--- src/rtl/tcm_port_arb_pkg.sv ---
`default_nettype none
// ============================================================================
// Module   : tcm_port_arb_pkg
// Purpose  : Shared encodings for the TCM port arbiter: owner codes, FSM
//            state encoding, wait-counter ceiling and the tie-break helper.
// Ports    : none (package)
// Revision : 1.0 - initial release
// ============================================================================
package tcm_port_arb_pkg;

    // Owner of the current or most recent grant
    localparam logic c_own_cpu = 1'b0;
    localparam logic c_own_ext = 1'b1;

    // Ceiling of the saturating CPU wait counter
    localparam logic [7:0] c_wait_max = 8'hFF;

    typedef enum logic [1:0] {
        ST_IDLE  = 2'd0,
        ST_ISSUE = 2'd1,
        ST_RESP  = 2'd2
    } arb_state_t;

    // Winner of a tie when both requesters are valid in IDLE.
    // Round-robin hands the tie to whoever did not own the last grant;
    // otherwise EXT always wins.
    function automatic logic tie_to_ext(input logic last_owner, input logic rr_en);
        return rr_en ? (last_owner == c_own_cpu) : 1'b1;
    endfunction

endpackage
`default_nettype wire

--- src/rtl/tcm_port_arb.sv ---
`default_nettype none
// ============================================================================
// Module   : tcm_port_arb
// Purpose  : Two-requester (CPU / external loader) arbiter in front of one
//            single-port TCM RAM. Each access runs IDLE -> ISSUE -> RESP,
//            giving a 2-cycle grant-to-ready latency and 3 cycles per access.
// Config   : define TCM_ARB_RR_EN for round-robin tie-break; without it a
//            tie always goes to EXT.
// Ports    : clk, resetn (async assert, active-low)
//            cpu_valid/addr/wstrb/wdata -> cpu_ready/cpu_rdata
//            ext_valid/addr/wstrb/wdata -> ext_ready/ext_rdata
//            ram_cs/ram_wen/ram_addr/ram_wdata, ram_rdata (1-cycle read)
//            busy (not IDLE), owner (0=CPU,1=EXT), cpu_wait (saturating)
// Revision : 1.0 - initial release
// ============================================================================
module tcm_port_arb
    import tcm_port_arb_pkg::*;
#(
    parameter int          AW   = 16,
    parameter logic [31:0] BASE = 32'h0000_0000
) (
    input  logic          clk,
    input  logic          resetn,

    input  logic          cpu_valid,
    input  logic [31:0]   cpu_addr,
    input  logic [3:0]    cpu_wstrb,
    input  logic [31:0]   cpu_wdata,
    output logic          cpu_ready,
    output logic [31:0]   cpu_rdata,

    input  logic          ext_valid,
    input  logic [31:0]   ext_addr,
    input  logic [3:0]    ext_wstrb,
    input  logic [31:0]   ext_wdata,
    output logic          ext_ready,
    output logic [31:0]   ext_rdata,

    output logic          ram_cs,
    output logic [3:0]    ram_wen,
    output logic [AW-1:0] ram_addr,
    output logic [31:0]   ram_wdata,
    input  logic [31:0]   ram_rdata,

    output logic          busy,
    output logic          owner,
    output logic [7:0]    cpu_wait
);

`ifdef TCM_ARB_RR_EN
    localparam logic c_rr_en = 1'b1;
`else
    localparam logic c_rr_en = 1'b0;
`endif

    arb_state_t    r_state;
    logic          r_owner;
    logic          r_cs;
    logic [3:0]    r_wen;
    logic [AW-1:0] r_addr;
    logic [31:0]   r_wdata;
    logic          r_cpu_ready;
    logic          r_ext_ready;
    logic          r_busy;
    logic [7:0]    r_cpu_wait;

    logic          w_req_any;
    logic          w_grant_ext;
    logic [31:0]   w_cpu_off;
    logic          w_cpu_active;
    logic          w_cpu_granted;
    logic          w_cpu_waiting;

    assign w_req_any   = cpu_valid | ext_valid;
    assign w_grant_ext = ext_valid & (~cpu_valid | tie_to_ext(r_owner, c_rr_en));
    // CPU addresses are region-relative; wrap below BASE is intentional
    assign w_cpu_off   = cpu_addr - BASE;

    // The CPU is not "waiting" while its own access is in flight, nor in the
    // IDLE cycle where it wins the grant.
    assign w_cpu_active  = (r_state != ST_IDLE) && (r_owner == c_own_cpu);
    assign w_cpu_granted = (r_state == ST_IDLE) && w_req_any && !w_grant_ext;
    assign w_cpu_waiting = cpu_valid && !w_cpu_active && !w_cpu_granted;

    generate
        if (AW < 32) begin : g_addr_unused
            logic w_unused_addr_bits;
            assign w_unused_addr_bits = ^{ext_addr[31:AW], w_cpu_off[31:AW]};
        end
    endgenerate

    always_ff @(posedge clk or negedge resetn) begin
        if (!resetn) begin
            r_state     <= ST_IDLE;
            r_owner     <= c_own_ext;
            r_cs        <= 1'b0;
            r_wen       <= 4'h0;
            r_addr      <= '0;
            r_wdata     <= 32'h0;
            r_cpu_ready <= 1'b0;
            r_ext_ready <= 1'b0;
            r_busy      <= 1'b0;
            r_cpu_wait  <= 8'h00;
        end else begin
            if (w_cpu_waiting && (r_cpu_wait != c_wait_max)) begin
                r_cpu_wait <= r_cpu_wait + 8'd1;
            end

            case (r_state)
                ST_IDLE: begin
                    if (w_req_any) begin
                        // Payload is captured here; later input changes are ignored
                        r_state <= ST_ISSUE;
                        r_busy  <= 1'b1;
                        r_cs    <= 1'b1;
                        r_owner <= w_grant_ext;
                        if (w_grant_ext) begin
                            r_wen   <= ext_wstrb;
                            r_addr  <= ext_addr[AW-1:0];
                            r_wdata <= ext_wdata;
                        end else begin
                            r_wen   <= cpu_wstrb;
                            r_addr  <= w_cpu_off[AW-1:0];
                            r_wdata <= cpu_wdata;
                        end
                    end
                end
                ST_ISSUE: begin
                    r_state     <= ST_RESP;
                    r_cs        <= 1'b0;
                    r_wen       <= 4'h0;
                    r_cpu_ready <= (r_owner == c_own_cpu);
                    r_ext_ready <= (r_owner == c_own_ext);
                end
                ST_RESP: begin
                    // Valid is deliberately not sampled in this cycle
                    r_state     <= ST_IDLE;
                    r_busy      <= 1'b0;
                    r_cpu_ready <= 1'b0;
                    r_ext_ready <= 1'b0;
                end
                default: begin
                    r_state     <= ST_IDLE;
                    r_busy      <= 1'b0;
                    r_cs        <= 1'b0;
                    r_wen       <= 4'h0;
                    r_cpu_ready <= 1'b0;
                    r_ext_ready <= 1'b0;
                end
            endcase
        end
    end

    assign ram_cs    = r_cs;
    assign ram_wen   = r_wen;
    assign ram_addr  = r_addr;
    assign ram_wdata = r_wdata;
    assign busy      = r_busy;
    assign owner     = r_owner;
    assign cpu_wait  = r_cpu_wait;
    assign cpu_ready = r_cpu_ready;
    assign ext_ready = r_ext_ready;
    // RAM read data arrives in the RESP cycle and is steered to the owner only
    assign cpu_rdata = r_cpu_ready ? ram_rdata : 32'h0;
    assign ext_rdata = r_ext_ready ? ram_rdata : 32'h0;

endmodule
`default_nettype wire
--- config.mk ---
export PLATFORM = sky130hd
export DESIGN_NAME = tcm_port_arb
export DESIGN_NICKNAME = d
export VERILOG_FILES = /design/src/rtl/tcm_port_arb_pkg.sv /design/src/rtl/tcm_port_arb.sv
export SDC_FILE = /design/constraint.sdc
export NUM_CORES = 1
export LEC_CHECK = 0
export ABC_AREA = 1
export BUFFER_PORTS_ARGS = -buffer_cell sky130_fd_sc_hd__buf_2
export CORE_ASPECT_RATIO = 1.5
export CORE_MARGIN = 2
export CORE_UTILIZATION = 30
export CTS_CLUSTER_SIZE = 8
export DETAILED_ROUTE_END_ITERATION = 12
export GPL_ROUTABILITY_DRIVEN = 0
export SYNTH_ARGS = -nofsm -noshare
export SYNTH_HDL_FRONTEND = slang
export SYNTH_SLANG_ARGS = --single-unit
export TNS_END_PERCENT = 10
--- constraint.sdc ---
create_clock -name clk -period 2.1 [get_ports clk]
set_input_delay 0.63 -clock clk [delete_from_list [all_inputs] [get_ports clk]]
set_output_delay 0.63 -clock clk [all_outputs]
set_load 0.005 [all_outputs]
==> key figures <==
Setup path
  – CP Max Fanout: 34
  – R2r setup slk: 0.43 ns
  – Crit end category: primary output
  – Critical Path Source: cpu_ready
  – R2r startpoint: r_state[0]
  – Critical Path Start Type: flop
  – WP data arrival: 1.24 ns
  – Kind of critical path: flop to primary output
  – Worst endpoint required time: 1.47 ns

Pwr
  – Leakage power: 3.59 nW
  – Worst-case vdd ir drop: 0.000463 V
  – PD cells: 1240 mW/mm^2

GRT
  – Antenna violations before repair: 2
  – Total GRT Usage: 18.1%
  – Vias in the first global route: 4169
  – Pin count of the biggest net entering global routing: 55
  – Grt ovf: 0
  – First-pass GRT wire length: 21000 um

Die
  – Die Area: 0.0143 mm^2
  – Die Height: 145 um
  – Die width: 98.2 um
  – Cell row count: 51
  – CORE AREA: 0.0130 mm^2
  – I/O pins: 301
  – Initial Util: 30.7%

Clock tree
  – CTS tree: done
  – Cts bufs inserted: 9
  – CTS Hold Bufs: 0
  – Worst-path clk slew: 0.05 ns
  – Post-CTS Setup Inserts: 0
  – Max clock buf depth: 2
  – Htree depth: 3
  – CTS Sinks: 67
  – Clock root buffer: clkbuf_16
  – Worst skew pair latency: 0.32 ns
  – Resized cells post-CTS: 0

Outcome
  – Status: finished, final reports clean

Timing
  – Final clock skew: 0.00459 ns
  – Crit path time final: 1.87 ns
  – Part of the cycle the worst path needs: 88.8%
  – Fmax: 536 MHz
  – RSZ-0062 raised after global routing: false
  – Final setup fails: 0
  – Endpoints failing hold: 0
  – Worst hold slack: 0.282 ns
  – Worst slew pin tran: 0.824 ns
  – TNS Setup: 0 ns
  – Max transition margin: 45.1%
  – Slew Viols, Final: 0

Layout
  – Area of the multi-input gates: 0.00183 mm^2
  – Post-Layout Cell Count: 939
  – Commonest non-fill, non-tap cell in the layout: buf_2
  – Fill count: 1411
  – Register area: 0.00168 mm^2
  – Layout area overhead: 45.3%
  – Share of post-route cells with drive strength above 1: 45.1%
  – Final instance area: 0.00580 mm^2
  – Final core occ: 44.6%
  – Final #Nets: 947
  – Most frequent cells in the layout: 268 x buf_2, 154 x nand2_1, 102 x nand3_1, 74 x inv_1, 66 x dfrtp_1

Detailed routing
  – DR WL/cell: 14.1 um
  – Final wirelength: 13200 um
  – DRC errors left: 0
  – Initial drt markers: 148
  – Via-to-Cell Ratio: 4.63
  – First-pass detailed-route iteration total: 4
  – Post-route ant nets: 0
  – Routed via count: 4350

Min path
  – Worst hold path class: primary input to asynchronous set/reset pin

Logic synthesis
  – Syn Inst Count: 518
  – Mapped Area: 0.00399 mm^2
  – Library cells used by synthesis: 26
  – Share of the yosys chip area belonging to registers: 42.0%
  – Flops & latches, synth: 67
  – Syn_nets: 691
  – Yosys Warn Count: 0
  – Synthesized area per cell: 7.71 um^2

Placement
  – Placed Instances: 922
  – Placed cell areas: 0.00550 mm^2
  – Port bufs: 268
  – Post-DP HPWL: 9740 um

Flow run
  – Maxcap violations: 0
layer usage:
metal | part of all wire (%) | vias up | global-route usage (%)
li1 | - | 2145 | -
met5 | 0 | - | 0
met4 | 2.1 | 0 | 5.48
met1 | 38 | 1999 | 20.4
met2 | 52 | 189 | 33.4
met3 | 8.0 | 17 | 4.53
worst max-delay path: stages, from the launching register on:
cell and delay [ns]:
dfrtp_1 0.32, buf_4 0.31, nand2_1 0.09, inv_1 0.09, buf_2 0.11
worst paths after layout:
kind                                 end  cells past startpoint
hold reg to reg                   ram_cs                      2
min in group clk                  ram_cs                      2
setup / recovery           cpu_rdata[19]                      4
max in group asynchronous      cpu_ready                      2
hold / removal              ram_addr[15]                      1
setup reg to reg             cpu_wait[4]                      7
layout make-up:
class	count	area share [%]
clock inverters	2	0.604
flip-flops and latches	67	28.9
clock buffers	13	4.49
inverters	76	4.96
well taps	159	3.43
multi-input cells	341	31.5
repair buffers	279	26.1
diodes	2	0.0863
power breakdown:
group          total [mW]  switching [mW]  internal [mW]
clock network        1.49           0.519          0.976
logic                3.42            2.02           1.40
registers            2.29           0.376           1.92
per-stage QoR:
| step | setup slack [ns] | power, mW |
|---|---|---|
| 6_report | 0.235 | 7.20 |
| 4_1_cts | 0.193 | 7.33 |
| 2_1_floorplan | 0.531 | 4.32 |
| 5_1_grt | 0.138 | 7.82 |
| 3_3_place_gp | 0.162 | 5.76 |
| 3_5_place_dp | 0.150 | 5.80 |
cells in the mapped netlist (all sizes together):
cell      n  area share, %
ha        1           0.31
nand3b    1           0.19
inv      75            7.1
clkinv    1          0.094
clkbuf   16            1.5
dfstp     1           0.66
nand4     3           0.47
nand2   157             15
xor2      1           0.22
nand3   151             25
nor2     14            1.9
o31ai     4           0.75
o21ai     6           0.85
or2       1           0.22
dfrtp    66             41
xnor2     2           0.44
buf      18            3.6
sequential cells by signal, indices dropped and copies added, names as in the netlist:
register and flops:
busy 1, cpu_ready 1, cpu_wait 8, ext_ready 1, owner 1, r_state 2, ram_addr 16, ram_cs 1
ram_wdata 32, ram_wen 4
logic make-up after synthesis:
| logic type | share of synthesized area [%] |
|---|---|
| fa+ha+maj | 0.313 |
| flops | 42.0 |
| simple gates | 43.1 |
| compound gates | 1.60 |
| buf+inv | 12.3 |
| xor+xnor | 0.658 |
(Power assumes the default switching activity.)
